File: src/rtl/uart_core_param_pkg.sv
// Shared definitions for the parametrised UART core.
//  - parity mode and error-bit index constants
//  - TX/RX state encodings
//  - baud divisor and parity helpers used at elaboration and run time
package uart_core_param_pkg;

   localparam int PARITY_NONE = 0;
   localparam int PARITY_ODD  = 1;
   localparam int PARITY_EVEN = 2;

   // Bit positions inside rx_error = {overrun, parity_err, framing_err}
   localparam int ERR_FRAMING = 0;
   localparam int ERR_PARITY  = 1;
   localparam int ERR_OVERRUN = 2;

   typedef enum logic [2:0] {
      TX_IDLE,
      TX_START,
      TX_DATA,
      TX_PARITY,
      TX_STOP
   } tx_state_t;

   typedef enum logic [2:0] {
      RX_IDLE,
      RX_START,
      RX_DATA,
      RX_PARITY,
      RX_STOP
   } rx_state_t;

   // Rounded clocks-per-oversample-tick; zero signals an unusable setting
   function automatic int baud_div(input longint clk_hz, input longint baud, input longint oversample);
      longint denom;
      denom = baud * oversample;
      if (denom <= 0) return 0;
      return int'((clk_hz + denom / 2) / denom);
   endfunction

   // Even parity is the XOR of the data, odd parity its inverse
   function automatic logic parity_bit(input logic data_xor, input int mode);
      return (mode == PARITY_ODD) ? ~data_xor : data_xor;
   endfunction

endpackage

File: src/rtl/uart_core_param_if.sv
// Byte-stream handshake bundle between fabric logic and the UART core.
//  tx_data/tx_valid/tx_ready : word stream into the transmitter
//  rx_data/rx_valid/rx_ready : word stream out of the receiver
//  rx_error                  : {overrun, parity_err, framing_err}, qualified by rx_valid
// master = fabric side, slave = UART core side.
interface uart_core_param_if #(
   parameter int DATA_BITS = 8
);
   logic [DATA_BITS-1:0] tx_data;
   logic                 tx_valid;
   logic                 tx_ready;
   logic [DATA_BITS-1:0] rx_data;
   logic                 rx_valid;
   logic                 rx_ready;
   logic [2:0]           rx_error;

   modport master (
      output tx_data, tx_valid, rx_ready,
      input  tx_ready, rx_data, rx_valid, rx_error
   );

   modport slave (
      input  tx_data, tx_valid, rx_ready,
      output tx_ready, rx_data, rx_valid, rx_error
   );
endinterface

File: src/rtl/uart_core_param_baud_tick.sv
// Free-running divider producing the oversample tick shared by TX and RX.
//  clk  in  system clock
//  rst  in  asynchronous active-high reset
//  tick out one-cycle pulse every DIV clocks (when the counter sits at DIV-1)
module uart_core_param_baud_tick #(
   parameter int DIV = 10
) (
   input  logic clk,
   input  logic rst,
   output logic tick
);
   localparam int            CW   = (DIV > 1) ? $clog2(DIV) : 1;
   localparam logic [CW-1:0] LAST = CW'(DIV - 1);

   logic [CW-1:0] count;

   // Wrap at DIV-1 so the tick period is exactly DIV clocks
   always_ff @(posedge clk or posedge rst) begin
      if (rst) begin
         count <= '0;
      end else if (count == LAST) begin
         count <= '0;
      end else begin
         count <= count + 1'b1;
      end
   end

   assign tick = (count == LAST);
endmodule

File: src/rtl/uart_core_param.sv
// Parametrised full-duplex UART core with oversampled, majority-voting receiver.
//  system_clk in   single clock for all logic
//  reset      in   asynchronous, active-high
//  bus        slave handshake bundle (tx_data/tx_valid/tx_ready, rx_data/rx_valid/rx_ready/rx_error)
//  tx         out  serial out, idle high
//  tx_busy    out  frame in progress
//  rx         in   serial in, asynchronous to system_clk
module uart_core_param
   import uart_core_param_pkg::*;
#(
   parameter int SYSTEM_CLOCK  = 100000000,
   parameter int UART_BAUDRATE = 115200,
   parameter int OVERSAMPLE    = 16,
   parameter int DATA_BITS     = 8,
   parameter int PARITY        = 0,
   parameter int STOP_BITS     = 1
) (
   input  logic        system_clk,
   input  logic        reset,
   uart_core_param_if.slave bus,
   output logic        tx,
   output logic        tx_busy,
   input  logic        rx
);
   localparam int DIV = baud_div(longint'(SYSTEM_CLOCK), longint'(UART_BAUDRATE), longint'(OVERSAMPLE));

   generate
      if (DIV < 1) begin : g_bad_div
         $error("uart_core_param: baud divisor rounds below 1");
      end
      if (OVERSAMPLE < 8 || (OVERSAMPLE % 2) != 0) begin : g_bad_os
         $error("uart_core_param: OVERSAMPLE must be even and at least 8");
      end
      if (DATA_BITS < 5 || DATA_BITS > 9) begin : g_bad_width
         $error("uart_core_param: DATA_BITS must be 5..9");
      end
      if (PARITY < 0 || PARITY > 2) begin : g_bad_parity
         $error("uart_core_param: PARITY must be 0, 1 or 2");
      end
      if (STOP_BITS < 1 || STOP_BITS > 2) begin : g_bad_stop
         $error("uart_core_param: STOP_BITS must be 1 or 2");
      end
   endgenerate

   localparam int            CW        = $clog2(OVERSAMPLE);
   localparam logic [CW-1:0] OS_LAST   = CW'(OVERSAMPLE - 1);
   localparam logic [CW-1:0] MID_LO    = CW'(OVERSAMPLE / 2 - 1);
   localparam logic [CW-1:0] MID       = CW'(OVERSAMPLE / 2);
   localparam logic [CW-1:0] MID_HI    = CW'(OVERSAMPLE / 2 + 1);
   localparam int            BW        = $clog2(DATA_BITS);
   localparam logic [BW-1:0] DATA_LAST = BW'(DATA_BITS - 1);
   localparam logic          HAS_PAR   = (PARITY != PARITY_NONE);
   localparam logic          TWO_STOP  = (STOP_BITS == 2);

   logic tick;

   uart_core_param_baud_tick #(.DIV(DIV)) u_tick (
      .clk  (system_clk),
      .rst  (reset),
      .tick (tick)
   );

   // ---------------------------------------------------------------- TX
   tx_state_t            tx_state;
   logic [DATA_BITS-1:0] tx_shift;
   logic                 tx_par;
   logic [CW-1:0]        tx_ticks;
   logic [BW-1:0]        tx_bit;
   logic                 tx_second_stop;

   // Transmitter: the start bit is driven as soon as a word is accepted and
   // every bit then lasts OVERSAMPLE ticks; tx itself is the registered line.
   always_ff @(posedge system_clk or posedge reset) begin
      if (reset) begin
         tx_state       <= TX_IDLE;
         tx             <= 1'b1;
         tx_shift       <= '0;
         tx_par         <= 1'b0;
         tx_ticks       <= '0;
         tx_bit         <= '0;
         tx_second_stop <= 1'b0;
      end else if (tx_state == TX_IDLE) begin
         if (bus.tx_valid) begin
            tx_shift       <= bus.tx_data;
            tx_par         <= parity_bit(^bus.tx_data, PARITY);
            tx_ticks       <= '0;
            tx_bit         <= '0;
            tx_second_stop <= 1'b0;
            tx             <= 1'b0;
            tx_state       <= TX_START;
         end
      end else if (tick) begin
         if (tx_ticks != OS_LAST) begin
            tx_ticks <= tx_ticks + 1'b1;
         end else begin
            tx_ticks <= '0;
            case (tx_state)
               TX_START: begin
                  tx_state <= TX_DATA;
                  tx       <= tx_shift[0];
               end
               TX_DATA: begin
                  if (tx_bit == DATA_LAST) begin
                     if (HAS_PAR) begin
                        tx_state <= TX_PARITY;
                        tx       <= tx_par;
                     end else begin
                        tx_state <= TX_STOP;
                        tx       <= 1'b1;
                     end
                  end else begin
                     tx_bit   <= tx_bit + 1'b1;
                     tx_shift <= tx_shift >> 1;
                     tx       <= tx_shift[1];
                  end
               end
               TX_PARITY: begin
                  tx_state <= TX_STOP;
                  tx       <= 1'b1;
               end
               TX_STOP: begin
                  if (!TWO_STOP || tx_second_stop) begin
                     tx_state <= TX_IDLE;
                  end else begin
                     tx_second_stop <= 1'b1;
                  end
               end
               default: begin
                  tx_state <= TX_IDLE;
                  tx       <= 1'b1;
               end
            endcase
         end
      end
   end

   assign bus.tx_ready = (tx_state == TX_IDLE);
   assign tx_busy      = (tx_state != TX_IDLE);

   // ---------------------------------------------------------------- RX
   logic                 rx_meta;
   logic                 rx_sync;
   rx_state_t            rx_state;
   logic [CW-1:0]        rx_ticks;
   logic [BW-1:0]        rx_bit;
   logic [DATA_BITS-1:0] rx_shift;
   logic                 rx_par_err;
   logic                 rx_armed;
   logic [1:0]           rx_samples;
   logic                 rx_vote;
   logic [DATA_BITS-1:0] rx_data_q;
   logic                 rx_valid_q;
   logic [2:0]           rx_error_q;

   // Two-flop synchroniser; idles high so reset does not look like a start bit
   always_ff @(posedge system_clk or posedge reset) begin
      if (reset) begin
         rx_meta <= 1'b1;
         rx_sync <= 1'b1;
      end else begin
         rx_meta <= rx;
         rx_sync <= rx_meta;
      end
   end

   // Third sample is the live synchronised value at the deciding tick
   assign rx_vote = (rx_samples[0] & rx_samples[1]) |
                    (rx_samples[0] & rx_sync) |
                    (rx_samples[1] & rx_sync);

   // Receiver: each bit is decided by a 3-sample vote around mid-bit. The
   // frame ends at the mid-stop decision so the FSM re-arms early; after a
   // framing error rx_armed blocks re-arming until the line is seen high.
   always_ff @(posedge system_clk or posedge reset) begin
      if (reset) begin
         rx_state   <= RX_IDLE;
         rx_ticks   <= '0;
         rx_bit     <= '0;
         rx_shift   <= '0;
         rx_par_err <= 1'b0;
         rx_armed   <= 1'b1;
         rx_samples <= 2'b11;
         rx_data_q  <= '0;
         rx_valid_q <= 1'b0;
         rx_error_q <= '0;
      end else begin
         if (rx_valid_q && bus.rx_ready) begin
            rx_valid_q <= 1'b0;
         end
         if (rx_state == RX_IDLE) begin
            if (rx_sync) begin
               rx_armed <= 1'b1;
            end else if (tick && rx_armed) begin
               rx_state   <= RX_START;
               rx_ticks   <= '0;
               rx_bit     <= '0;
               rx_par_err <= 1'b0;
            end
         end else if (tick) begin
            if (rx_ticks == MID_LO) rx_samples[0] <= rx_sync;
            if (rx_ticks == MID)    rx_samples[1] <= rx_sync;
            rx_ticks <= (rx_ticks == OS_LAST) ? '0 : rx_ticks + 1'b1;

            if (rx_ticks == MID_HI) begin
               case (rx_state)
                  RX_START: begin
                     if (rx_vote) rx_state <= RX_IDLE;
                  end
                  RX_DATA: begin
                     rx_shift <= {rx_vote, rx_shift[DATA_BITS-1:1]};
                  end
                  RX_PARITY: begin
                     rx_par_err <= (rx_vote != parity_bit(^rx_shift, PARITY));
                  end
                  RX_STOP: begin
                     rx_state                <= RX_IDLE;
                     rx_armed                <= rx_vote;
                     rx_data_q               <= rx_shift;
                     rx_valid_q              <= 1'b1;
                     rx_error_q[ERR_OVERRUN] <= rx_valid_q && !bus.rx_ready;
                     rx_error_q[ERR_PARITY]  <= rx_par_err;
                     rx_error_q[ERR_FRAMING] <= !rx_vote;
                  end
                  default: rx_state <= RX_IDLE;
               endcase
            end

            if (rx_ticks == OS_LAST) begin
               case (rx_state)
                  RX_START: rx_state <= RX_DATA;
                  RX_DATA: begin
                     if (rx_bit == DATA_LAST) begin
                        rx_state <= HAS_PAR ? RX_PARITY : RX_STOP;
                     end else begin
                        rx_bit <= rx_bit + 1'b1;
                     end
                  end
                  RX_PARITY: rx_state <= RX_STOP;
                  default: ;
               endcase
            end
         end
      end
   end

   assign bus.rx_data  = rx_data_q;
   assign bus.rx_valid = rx_valid_q;
   assign bus.rx_error = rx_error_q;

endmodule
File: src/flat_wrapper.sv
// flat-port wrapper written by rule: the top's interface ports become plain ports
module uart_core_param_flat import uart_core_param_pkg::*;
#(
   parameter int SYSTEM_CLOCK  = 100000000,
   parameter int UART_BAUDRATE = 115200,
   parameter int OVERSAMPLE    = 16,
   parameter int DATA_BITS     = 8,
   parameter int PARITY        = 0,
   parameter int STOP_BITS     = 1
)
  (system_clk, reset, tx, tx_busy, rx, bus_tx_data, bus_tx_valid, bus_rx_ready, bus_tx_ready, bus_rx_data, bus_rx_valid, bus_rx_error);
  uart_core_param_if #(.DATA_BITS(DATA_BITS)) bus_i ();
  input  logic system_clk;
  input  logic reset;
  output logic tx;
  output logic tx_busy;
  input  logic rx;
  input wire logic [$bits(bus_i.tx_data)-1:0] bus_tx_data;
  input wire logic [$bits(bus_i.tx_valid)-1:0] bus_tx_valid;
  input wire logic [$bits(bus_i.rx_ready)-1:0] bus_rx_ready;
  output wire logic [$bits(bus_i.tx_ready)-1:0] bus_tx_ready;
  output wire logic [$bits(bus_i.rx_data)-1:0] bus_rx_data;
  output wire logic [$bits(bus_i.rx_valid)-1:0] bus_rx_valid;
  output wire logic [$bits(bus_i.rx_error)-1:0] bus_rx_error;
  assign bus_i.tx_data = bus_tx_data;
  assign bus_i.tx_valid = bus_tx_valid;
  assign bus_i.rx_ready = bus_rx_ready;
  assign bus_tx_ready = bus_i.tx_ready;
  assign bus_rx_data = bus_i.rx_data;
  assign bus_rx_valid = bus_i.rx_valid;
  assign bus_rx_error = bus_i.rx_error;
  uart_core_param #(.SYSTEM_CLOCK(SYSTEM_CLOCK), .UART_BAUDRATE(UART_BAUDRATE), .OVERSAMPLE(OVERSAMPLE), .DATA_BITS(DATA_BITS), .PARITY(PARITY), .STOP_BITS(STOP_BITS)) u_core (.system_clk(system_clk), .reset(reset), .bus(bus_i), .tx(tx), .tx_busy(tx_busy), .rx(rx));
endmodule
File: config.mk
export PLATFORM = sky130hd
export DESIGN_NAME = uart_core_param_flat
export DESIGN_NICKNAME = d
export VERILOG_FILES = /design/src/rtl/uart_core_param_pkg.sv /design/src/rtl/uart_core_param_if.sv /design/src/rtl/uart_core_param_baud_tick.sv /design/src/rtl/uart_core_param.sv /design/src/flat_wrapper.sv
export SDC_FILE = /design/constraint.sdc
export NUM_CORES = 1
export LEC_CHECK = 0
export ABC_AREA = 1
export ABC_CLOCK_PERIOD_IN_PS = 3470
export CAP_MARGIN = 20
export CORE_ASPECT_RATIO = 0.75
export CORE_MARGIN = 1
export CORE_UTILIZATION = 25
export CTS_CLUSTER_DIAMETER = 40
export DETAILED_ROUTE_END_ITERATION = 10
export HOLD_SLACK_MARGIN = 0.12
export PLACE_DENSITY = 0.46
export SETUP_SLACK_MARGIN = 0.3
export SLEW_MARGIN = 20
export SYNTH_ARGS = -nofsm -noshare
export SYNTH_HDL_FRONTEND = slang
export SYNTH_SLANG_ARGS = --single-unit
File: constraint.sdc
create_clock -name system_clk -period 3.47 [get_ports system_clk]
set_input_delay 0.694 -clock system_clk [delete_from_list [all_inputs] [get_ports system_clk]]
set_output_delay 0.694 -clock system_clk [all_outputs]
set_load 0.005 [all_outputs]
==> metrics.md, run 1 <==
| Metric | Value |
|---|---|
| Gr ovfl total | `0` |
| DR top layer | `met4` |
| Worst stage delay on the critical path | `0.51 ns` |
| Synth-to-layout area growth | `23.54%` |
| Setup violators final | `0` |
| Critical Path RT | `around 2.8 ns` |
| Minimum clock period | `2.464 ns` |
| Slew headroom | `a little over half` |
| Mapped Nets | `slightly above 400` |
| Hold Crit Class | `reg2reg` |
| Worst-skew pair later-pin latency | `~0.32 ns` |
| CTS tree | `built` |
| Post-CTS Resized | `0` |
| Dpl ws | `~1.3 ns` |
| Highest Clock Rate | `approximately 410 MHz` |
| Drt pass-1 iters | `4` |
| Max VDD drop | `~330 µV` |
| Nets | `between 400 and 500` |
| Avg Inst Size Synth | `between 8 and 9 µm²` |
| Maximum clock insertion buffer count | `2` |
| Max Clock Skew | `about 0.0078 ns` |
| Cell with the most instances after synthesis | `nand2_1` |
| Metal3 WL | `~180 µm` |
| Final core occ | `between 30% and 40%` |
| Core box area | `0.01231 mm²` |
| Tot GR Track Use | `about a tenth` |
| Hold_buf cts | `0` |
| Setup bufs post-CTS | `0` |
| Hpwl dp | `4349 µm` |
| Fraction of registers with async set/reset | `100.0%` |
| Antenna violations before repair | `0` |
| Yosys top cell by area | `dfrtp_1` |
| Slowest cell on crit path | `clkdlybuf4s50_1` |
| Site row count | `35` |
| Worst-path maximum fanout | `17` |
| Worst Path Arrival | `around 1.8 ns` |
| # H-tree levels | `3` |
| Initial Util | `25.70%` |
| Die width | `131.9 µm` |
| Mapped Cells | `between 300 and 400` |
| Met2 wire length | `~2500 µm` |
| DP Cell Count | `570` |
| Seq/Total Area, Yosys | `approximately 48%` |
| Met1 wire length | `between 3000 and 4000 µm` |
| Detailed Route WL | `between 6000 and 7000 µm` |
| Vertical extent of the die | `between 90 and 100 µm` |
| ANT nets after route | `0` |
| Max-cap viol count | `0` |
| Die area | `between 0.01 and 0.015 mm²` |
| Top cells by count, synth | `nand2_1 (124), dfrtp_1 (55), inv_1 (42), o21ai_0 (37), nor2_1 (27)` |
| Critical Path Start Type | `register` |
| Clk pin slew, worst setup/hold paths | `0.05 ns` |
| N_diodes | `0` |
| # IOs | `28` |
| Final worst path period share | `71.00%` |
| Final Slew Violations | `0` |
| DR vias/cell | `roughly 4.1` |
| Vias in the first global route | `around 2300` |
| Ys Warns | `0` |
| Critical setup path kind | `reg2out` |
| Vias | `approximately 2400` |
| Sum of negative setup slack | `0 ns` |
| Share of layout cells above drive strength 1 | `between 10% and 20%` |
| RSZ-0062 raised after global routing | `false` |
| RePlAce Congestion | `between 0.7 and 0.8` |
| IO Port Bufs | `27` |
| Final worst slack | `roughly 1 ns` |
| Pwr Density | `roughly 520 mW/mm²` |
| Status | `completed` |
| Cells along the critical path | `nor2_4, nand2_4, inv_4, clkdlybuf4s50_1` |
| Wire length per cell | `10.51 µm` |
| Ys flop type | `dfrtp_1` |
| Crit. End Element | `output port` |
| Worst-margin pin slew | `0.6767 ns` |
| Synth top area cells | `dfrtp_1 (44%), nand2_1 (15%), o21ai_0 (5.9%)` |
| CTS root buffer | `clkbuf_16` |
| Iteration-0 DRC Markers | `approximately 190` |
| Synthesized cell area | `about 0.0032 mm²` |
| First-pass GRT wire length | `10890 µm` |
| Leak | `between 0.0015 and 0.002 µW` |
| Share of the synthesized area in the top cell type | `around 44%` |
| Post-route DRC violation count | `0` |
| Sink Count | `61` |
| CTS Buf Count | `9` |
| Largest net degree at the start of global routing | `57` |
| EDFF count, synth | `0` |
| Synthesized flop and latch total | `61` |
| Yosys cell types | `35` |
| Final Hold Viols | `0` |
| Cell Count, Final, Fillers Out | `586` |
[critical path, delay by kind of cell (launching register included)]
family / cells / cell delay, ns
buffers and inverters: 2 / 0.65
DFF: 1 / 0.43
and+or+nand+nor: 2 / 0.37
[stage by stage]
stage / power, µW / area (µm²) / hold WS, ns
2_1_floorplan: 1099 / 3163 / 0.3452
3_3_place_gp: 1186 / 3613 / 0.3469
3_5_place_dp: 1188 / 3613 / 0.3469
4_1_cts: 2089 / 3908 / 0.3545
5_1_grt: 2165 / 3908 / 0.3574
6_report: 2045 / 3908 / 0.3535
[report_power, final]
part	switching [µW]	internal (µW)
Combinational	184	145
Clock	301	572
Sequential	51.9	791
[state kept, by name (all words and copies together), names as in the netlist, 2 cells and up]
name	flops
u_core.u_tick.count	6
u_core.rx_ticks	4
u_core.rx_samples	2
u_core.tx_ticks	4
u_core.tx_shift	8
u_core.rx_state	3
u_core.tx_state	3
u_core.rx_bit	3
u_core.rx_shift	8
u_core.tx_bit	3
u_core.bus.rx_error	3
u_core.bus.rx_data	8
[logic make-up after synthesis]
| kind of cell | synth area share [%] |
|---|---|
| flops | 48.50 |
| buf+inv | 7.120 |
| compound gates | 13.37 |
| mux | 2.571 |
| simple gates | 23.93 |
| xor+xnor | 0.5539 |
| fa+ha+maj | 3.956 |
[layout make-up]
class | instances | area (µm²)
clock inverters | 4 | 47.55
clock buffers | 12 | 246.5
fillers | 1263 | 8398
flip-flops and latches | 61 | 1534
repair buffers | 29 | 297.8
inverters | 44 | 170.2
multi-input cells | 270 | 1404
well taps | 166 | 207.7
[placed cells by master (no fill, tap or decap), types with 6 or more instances in the layout]
| master | count |
|---|---|
| o21ai_0 | 37 |
| clkdlybuf4s50_1 | 27 |
| ha_1 | 10 |
| mux2i_1 | 7 |
| nand3_1 | 17 |
| inv_1 | 41 |
| o21ai_2 | 11 |
| a21oi_1 | 12 |
| clkbuf_16 | 9 |
| dfrtp_1 | 55 |
| nor2_1 | 27 |
| dfstp_2 | 6 |
| nand2_1 | 124 |
[final timing paths]
check / startpoint / to / slack, ns / depth (start not counted)
setup / recovery: u_core.tx_state[2]$_DFFE_PP0P_ / bus_tx_ready / 1.01 / 4
hold / removal: u_core.rx_meta$_DFF_PP1_ / u_core.rx_sync$_DFF_PP1_ / 0.35 / 0
setup reg to reg: u_core.rx_ticks[1]$_DFFE_PP0P_ / u_core.bus.rx_error[1]$_DFFE_PP0P_ / 1.34 / 6
hold reg to reg: u_core.rx_meta$_DFF_PP1_ / u_core.rx_sync$_DFF_PP1_ / 0.35 / 0
max in group asynchronous: reset / u_core.rx_samples[1]$_DFFE_PP1P_ / 2.31 / 3
min in group asynchronous: reset / u_core.bus.rx_error[2]$_DFFE_PP0P_ / 0.57 / 2
[layer usage]
metal  GRT usage [%]  vias to the layer above
li1                -                     1293
met1           13.98                     1100
met2           15.71                       28
met3           3.262                        6
met4           4.562                        0
met5               0                        -
(Power assumes the default switching activity.)
==> inputs of run 2 (changes only) <==
--- a/config.mk
+++ b/config.mk
@@ -6,7 +6,7 @@
 export NUM_CORES = 1
 export LEC_CHECK = 0
 export ABC_AREA = 1
-export ABC_CLOCK_PERIOD_IN_PS = 3470
+export ABC_CLOCK_PERIOD_IN_PS = 2200
 export CAP_MARGIN = 20
 export CORE_ASPECT_RATIO = 0.75
 export CORE_MARGIN = 1
@@ -14,7 +14,7 @@
 export CTS_CLUSTER_DIAMETER = 40
 export DETAILED_ROUTE_END_ITERATION = 10
 export HOLD_SLACK_MARGIN = 0.12
-export PLACE_DENSITY = 0.46
+export PLACE_DENSITY = 0.47
 export SETUP_SLACK_MARGIN = 0.3
 export SLEW_MARGIN = 20
 export SYNTH_ARGS = -nofsm -noshare
==> constraint.sdc (replaced) <==
create_clock -name system_clk -period 2.2 [get_ports system_clk]
set_input_delay 0.44 -clock system_clk [delete_from_list [all_inputs] [get_ports system_clk]]
set_output_delay 0.44 -clock system_clk [all_outputs]
set_load 0.005 [all_outputs]
==> run 2 against run 1 <==
Final area rose by 4.8%. Via count increased by 7.4%. Global-route usage increased by 0.85 points. Clock skew is 0.0048 ns lower. Die area unchanged.
==> metrics.md, run 2 (synthesis results as in run 1) <==
| Metric | Value |
|---|---|
| Status | `completed` |
| Hpwl dp | `4664 µm (+7.2%)` |
| RSZ-0062 raised after global routing | `false` |
| Sum of negative setup slack | `0 ns (unchanged)` |
| RR Startpoint | `u_core.tx_state[2]$_DFFE_PP0P_` |
| Flop pwr share | `38.6% (-2.6 points)` |
| Most frequent cells in the layout | `nand2_1 (124), dfrtp_1 (54), inv_1 (40)` |
| Combinational Power Share | `20.3% (+4.2 points)` |
| Iteration-0 DRC Markers | `143 (-24%)` |
| CP Launch Point | `u_core.tx_state[2]$_DFFE_PP0P_` |
| Critical setup path kind | `reg2out` |
| Clk pin slew, worst setup/hold paths | `0.05 ns (about the same)` |
| Max-cap viol count | `0 (unchanged)` |
| Clk pwr share | `41.1% (-1.6 points)` |
| Largest net degree at the start of global routing | `28 (-51%)` |
| Commonest non-fill, non-tap cell in the layout | `nand2_1` |
| CTS Buf Count | `9 (unchanged)` |
| Max Clock Skew | `0.003002 ns (-0.004822 ns)` |
| Wire length per cell | `11.29 µm (+7.4%)` |
| Worst-skew pair later-pin latency | `0.33 ns (about the same)` |
| Internal Power | `2511 µW (+67%)` |
| Maximum clock insertion buffer count | `2 (unchanged)` |
| # IOs | `28 (unchanged)` |
| Core box area | `0.01231 mm² (unchanged)` |
| Sw Ratio | `27.36% (+1.1 points)` |
| Max VDD drop | `360.6 µV (+10%)` |
| Reg2reg end | `u_core.tx_bit[2]$_DFFE_PP0P_` |
| ANT nets after route | `0 (unchanged)` |
| Setup violators final | `0 (unchanged)` |
| Worst-margin pin slew | `0.5053 ns (-0.1714 ns)` |
| Die width | `131.9 µm (unchanged)` |
| Net load switching power | `945.7 µW (+76%)` |
| FILL cells | `1268 (+0.40%)` |
| Initial Util | `25.70% (unchanged)` |
| Hold_buf cts | `0 (unchanged)` |
| Die area | `0.01311 mm² (unchanged)` |
| Synth-to-layout area growth | `29.51%` |
| Vias | `2606 (+7.4%)` |
| Minimum clock period | `between 1.5 and 2 ns` |
| Critical Path RT | `1.76 ns (-1.02 ns)` |
| Vias in the first global route | `2501 (+7.2%)` |
| Post-route DRC violation count | `0 (unchanged)` |
| Tot GR Track Use | `11.36% (+0.85 points)` |
| CTS root buffer | `clkbuf_16` |
| Leak | `0.001947 µW (+4.7%)` |
| Vertical extent of the die | `99.41 µm (unchanged)` |
| N_diodes | `0 (unchanged)` |
| Crit. End Element | `output port` |
| Final worst path period share | `just over 80%` |
| Pwr Density | `843.8 mW/mm² (+61%)` |
| Final Hold Viols | `0 (unchanged)` |
| Worst Path Arrival | `1.38 ns (-0.39 ns)` |
| First-pass GRT wire length | `11760 µm (+8.0%)` |
| Critical Path Start Type | `register` |
| Worst Reg-to-Reg Cells | `8 (+2)` |
| Hold Crit Start | `u_core.rx_meta$_DFF_PP1_` |
| Highest Clock Rate | `548.3 MHz` |
| Share of layout cells above drive strength 1 | `15.56% (+4.6 points)` |
| Sink Count | `61 (unchanged)` |
| Critical Path Sink | `tx_busy` |
| Nets | `456 (+4.1%)` |
| Site row count | `35 (unchanged)` |
| IO Port Bufs | `27 (unchanged)` |
| DR vias/cell | `4.322 (+4.3%)` |
| Slew headroom | `66.24% (+11 points)` |
| Worst-path maximum fanout | `3 (-14)` |
| Drt pass-1 iters | `4 (unchanged)` |
| # H-tree levels | `3 (unchanged)` |
| FF-to-FF setup slack | `0.39 ns (-0.95 ns)` |
| Gr ovfl total | `0 (unchanged)` |
| CTS tree | `built` |
| Final Slew Violations | `0 (unchanged)` |
| Hold Crit Class | `reg2reg` |
| Storage element area | `0.001535 mm² (about the same)` |
| Detailed Route WL | `6805 µm (+11%)` |
| PnR Total Power | `3457 µW (+69%)` |
| Antenna violations before repair | `0 (unchanged)` |
| RePlAce Congestion | `0.8019 (+2.8%)` |
| Multi-input gate area | `0.001429 mm² (+1.8%)` |
run 2: worst max-delay path, stage by stage, from the launching register on:
cell and delay, ns:
dfrtp_2 0.43, nor2_4 0.14, nand2_4 0.06, buf_6 0.12, buf_8 0.11, clkdlybuf4s15_1 0.19
run 2: power by group through the flow:
stage	Clock (µW)	Combinational, µW	Sequential [µW]
3_5_place_dp	0	549	1350
6_report	1420	700	1330
4_1_cts	1470	653	1330
2_1_floorplan	0	403	1330
5_1_grt	1510	779	1350
3_3_place_gp	0	541	1350
run 2: metrics by stage:
| stage | std cells | hold WS (ns) | utilization [%] | setup slack (ns) | cell area (µm²) |
|---|---|---|---|---|---|
| floorplan | 382 | 0.3452 | - | 0.6725 | 3167 |
| global placement | 575 | 0.3454 | 29.80 | 0.3896 | 3667 |
| detailed placement | 575 | 0.3478 | 29.80 | 0.3646 | 3667 |
| CTS | 599 | 0.3552 | 32.85 | 0.2586 | 4043 |
| global route | 603 | 0.3622 | 33.29 | 0.3011 | 4096 |
| finish | 603 | 0.3550 | 33.29 | 0.3763 | 4096 |
run 2: worst min path at each step:
stage	end	slack, ns	depth (start not counted)
2_1_floorplan	u_core.rx_sync$_DFF_PP1_	0.35	0
3_3_place_gp	u_core.rx_sync$_DFF_PP1_	0.35	0
3_5_place_dp	u_core.rx_sync$_DFF_PP1_	0.35	0
4_1_cts	u_core.rx_sync$_DFF_PP1_	0.36	0
5_1_grt	u_core.rx_sync$_DFF_PP1_	0.36	0
6_report	u_core.rx_sync$_DFF_PP1_	0.35	0
run 2: final cells by class:
type	count	share of cell area, %
Clock buffer	11	6.170
Inverter	44	4.307
Multi-Input combinational cell	271	34.88
Tap cell	166	5.070
Sequential cell	61	37.48
Clock inverter	4	1.161
Timing Repair Buffer	46	10.93
run 2: per-layer routing:
metal,GRT usage (%),vias up,routed length (µm)
li1,-,1333,-
met1,15.70,1219,3601
met2,16.56,47,2851
met3,3.670,7,274
met4,3.936,0,77
met5,0,-,0
run 2: what timing repair did:
action / CTS / global route
cloned: 0 / 1
setup endpoints to repair: 2 / 19
pin swaps: 2 / 1
setup buffers: 9 / 3
resized for setup: 5 / 8
==> inputs of run 3 (changes only) <==
--- a/config.mk
+++ b/config.mk
@@ -6,7 +6,7 @@
 export NUM_CORES = 1
 export LEC_CHECK = 0
 export ABC_AREA = 1
-export ABC_CLOCK_PERIOD_IN_PS = 2200
+export ABC_CLOCK_PERIOD_IN_PS = 1700
 export CAP_MARGIN = 20
 export CORE_ASPECT_RATIO = 0.75
 export CORE_MARGIN = 1
@@ -14,7 +14,7 @@
 export CTS_CLUSTER_DIAMETER = 40
 export DETAILED_ROUTE_END_ITERATION = 10
 export HOLD_SLACK_MARGIN = 0.12
-export PLACE_DENSITY = 0.47
+export PLACE_DENSITY = 0.46
 export SETUP_SLACK_MARGIN = 0.3
 export SLEW_MARGIN = 20
 export SYNTH_ARGS = -nofsm -noshare
==> constraint.sdc (replaced) <==
create_clock -name system_clk -period 1.7 [get_ports system_clk]
set_input_delay 0.34 -clock system_clk [delete_from_list [all_inputs] [get_ports system_clk]]
set_output_delay 0.34 -clock system_clk [all_outputs]
set_load 0.005 [all_outputs]
==> run 3 against run 2 <==
Wire length is 12% higher. Total power is 30% higher. Sequential cell count did not move. Critical endpoint is now u_core.tx_shift[3]$_DFFE_PP0P_. Worst hold slack worse by 0.0016 ns. Die area did not move. Sequential power rose by 31%. Final area increased by 14%. First-iteration DRC count did not move. Cell count is 4.1% higher.
==> metrics.md, run 3 (synthesis results as in run 1) <==
| Metric | Value |
|---|---|
| Status | `completed` |
| Worst-skew pair later-pin latency | `0.33 ns (about the same)` |
| DR vias/cell | `4.314 (-0.19%)` |
| Wire length per cell | `12.12 µm (+7.4%)` |
| Minimum clock period | `approximately 1.6 ns` |
| Critical Path Start Type | `register` |
| Cells along the critical path | `nor2_4, nand2_4, clkinv_4, buf_6, nand2_2, o21ai_4, clkinv_4, nand3_4, nand2_2, o21ai_2` |
| Worst Reg-to-Reg Cells | `10 (+2)` |
| Vias in the first global route | `2603 (+4.1%)` |
| Worst stage delay on the critical path | `0.43 ns (about the same)` |
| Worst Path Arrival | `1.83 ns (+0.45 ns)` |
| Antenna violations before repair | `0 (unchanged)` |
| Final Hold Viols | `0 (unchanged)` |
| # IOs | `28 (unchanged)` |
| Site row count | `35 (unchanged)` |
| Detailed Route WL | `7612 µm (+12%)` |
| Worst-margin pin slew | `0.3312 ns (-0.1742 ns)` |
| Cell Count, Final, Fillers Out | `628 (+4.1%)` |
| First-pass GRT wire length | `12440 µm (+5.7%)` |
| Core box area | `0.01231 mm² (unchanged)` |
| Hold Crit Class | `reg2reg` |
| Highest Clock Rate | `637.2 MHz` |
| Slowest cell on crit path | `dfrtp_2` |
| Sink Count | `61 (unchanged)` |
| Final worst slack | `0.1305 ns (-0.2458 ns)` |
| Met3 Usage GRT | `3.364% (-0.31 points)` |
| Die width | `131.9 µm (unchanged)` |
| Vias | `2709 (+4.0%)` |
| Largest net degree at the start of global routing | `62 (+120%)` |
| CTS Buf Count | `9 (unchanged)` |
| Hold Crit Depth | `0 (unchanged)` |
| Final worst path period share | `around 92%` |
| Grt met2 use | `17.95% (+1.4 points)` |
| Pwr Density | `964.6 mW/mm² (+14%)` |
| Met1 Use GR | `16.74% (+1.0 points)` |
| ANT nets after route | `0 (unchanged)` |
| DP Cell Count | `585 (+1.7%)` |
| Critical Path RT | `1.96 ns (+0.20 ns)` |
| Die area | `0.01311 mm² (unchanged)` |
| RePlAce Congestion | `0.7647 (-4.6%)` |
| Commonest non-fill, non-tap cell in the layout | `nand2_1` |
| Worst-path maximum fanout | `6 (+3)` |
| CTS tree | `built` |
| Dpl ws | `0.007382 ns (-0.3572 ns)` |
| DP Area | `0.003732 mm² (+1.8%)` |
| Max VDD drop | `437.0 µV (+21%)` |
| IO Port Bufs | `27 (unchanged)` |
| Maximum clock insertion buffer count | `2 (unchanged)` |
| Nets | `480 (+5.3%)` |
| Fin Hold WS | `0.3534 ns (-0.001622 ns)` |
| Tot GR Track Use | `12.11% (+0.75 points)` |
| RSZ-0062 raised after global routing | `true` |
| Synth-to-layout area growth | `47.43%` |
| Crit. End Element | `register` |
| Slew headroom | `77.92% (+12 points)` |
| Drt pass-1 iters | `4 (unchanged)` |
| # H-tree levels | `3 (unchanged)` |
| Most frequent cells in the layout | `nand2_1 (88), dfrtp_1 (53), inv_1 (36)` |
| Final Slew Violations | `0 (unchanged)` |
| CTS root buffer | `clkbuf_16` |
| Share of layout cells above drive strength 1 | `35.50% (+20 points)` |
| Max-cap viol count | `0 (unchanged)` |
| Initial Util | `25.70% (unchanged)` |
| N_diodes | `0 (unchanged)` |
| Gr ovfl total | `0 (unchanged)` |
| Setup violators final | `0 (unchanged)` |
| Post-route DRC violation count | `0 (unchanged)` |
| GR peak layer | `met2` |
| Final std cell area, no fill | `0.004663 mm² (+14%)` |
| Leak | `0.002196 µW (+13%)` |
| Max Clock Skew | `0.006669 ns (+0.003667 ns)` |
| Iteration-0 DRC Markers | `143 (unchanged)` |
| Vertical extent of the die | `99.41 µm (unchanged)` |
| Hpwl dp | `4619 µm (-0.96%)` |
| Clk pin slew, worst setup/hold paths | `0.05 ns (about the same)` |
| Critical setup path kind | `reg2reg` |
==> run 3: changes by cell type in the layout (fill, tap and decap cells not counted), sizes merged <==
cell / before / now
bufinv: 1 / 0
dlygate4sd2: 1 / 12
nand3: 20 / 23
clkbuf: 11 / 13
clkdlybuf4s50: 25 / 12
inv: 43 / 41
clkinv: 2 / 5
clkdlybuf4s15: 1 / 0
buf: 19 / 42
==> run 3: per-layer routing <==
layer  up-vias  wire (µm)  share of wire [%]
met2        31       3362                 44
li1       1391          -                  -
met3         6        202                2.7
met4         0         55               0.72
met1      1281       3991                 52
met5         -          0                  0
==> run 3: worst paths after layout <==
| kind | from | to | slack [ns] |
|---|---|---|---|
| setup / recovery | u_core.tx_state[2]$_DFFE_PP0P_ | u_core.tx_shift[3]$_DFFE_PP0P_ | 0.13 |
| hold / removal | u_core.rx_meta$_DFF_PP1_ | u_core.rx_sync$_DFF_PP1_ | 0.35 |
| setup reg to reg | u_core.tx_state[2]$_DFFE_PP0P_ | u_core.tx_shift[3]$_DFFE_PP0P_ | 0.13 |
| hold reg to reg | u_core.rx_meta$_DFF_PP1_ | u_core.rx_sync$_DFF_PP1_ | 0.35 |
| max in group asynchronous | reset | u_core.rx_samples[0]$_DFFE_PP1P_ | 0.94 |
| min in group asynchronous | reset | u_core.rx_shift[2]$_DFFE_PP0P_ | 0.45 |
==> run 3: report_power, final <==
group	switching (µW)	total [µW]	internal, µW
clock network	628	1680	1060
logic	570	1080	506
registers	123	1740	1620
==> run 3: critical path, delay by kind of cell, from the launching register on <==
kind	cells	cell delay, ns
AND/OR/NAND/NOR	5	0.55
flip-flops	1	0.43
buffers and inverters	3	0.36
AO/OA/AOI/OAI	2	0.16
==> run 3: per-stage QoR <==
step / util [%] / total power, µW / setup TNS, ns
2_1_floorplan: - / 2253 / 0
3_3_place_gp: 30.33 / 2507 / 0
3_5_place_dp: 30.33 / 2515 / 0
4_1_cts: 35.33 / 4441 / 0
5_1_grt: 37.90 / 4740 / -0.002522
6_report: 37.90 / 4498 / 0
==> run 3: final cells by class <==
| class | count | area (µm²) |
|---|---|---|
| Clock inverter | 4 | 22.52 |
| Clock buffer | 12 | 256.5 |
| Fill cell | 1216 | 7642 |
| Tap cell | 166 | 207.7 |
| Timing Repair Buffer | 67 | 665.6 |
| Multi-Input combinational cell | 274 | 1783 |
| Sequential cell | 61 | 1536 |
| Inverter | 44 | 191.4 |
==> run 3: repair_timing <==
action | in CTS | in global routing
pin swaps | 16 | 20
gates cloned | 4 | 2
buffers inserted | 16 | 5
hold buffers | 0 | 0
endpoints found under the setup margin | 66 | 56
gates resized for setup | 76 | 87
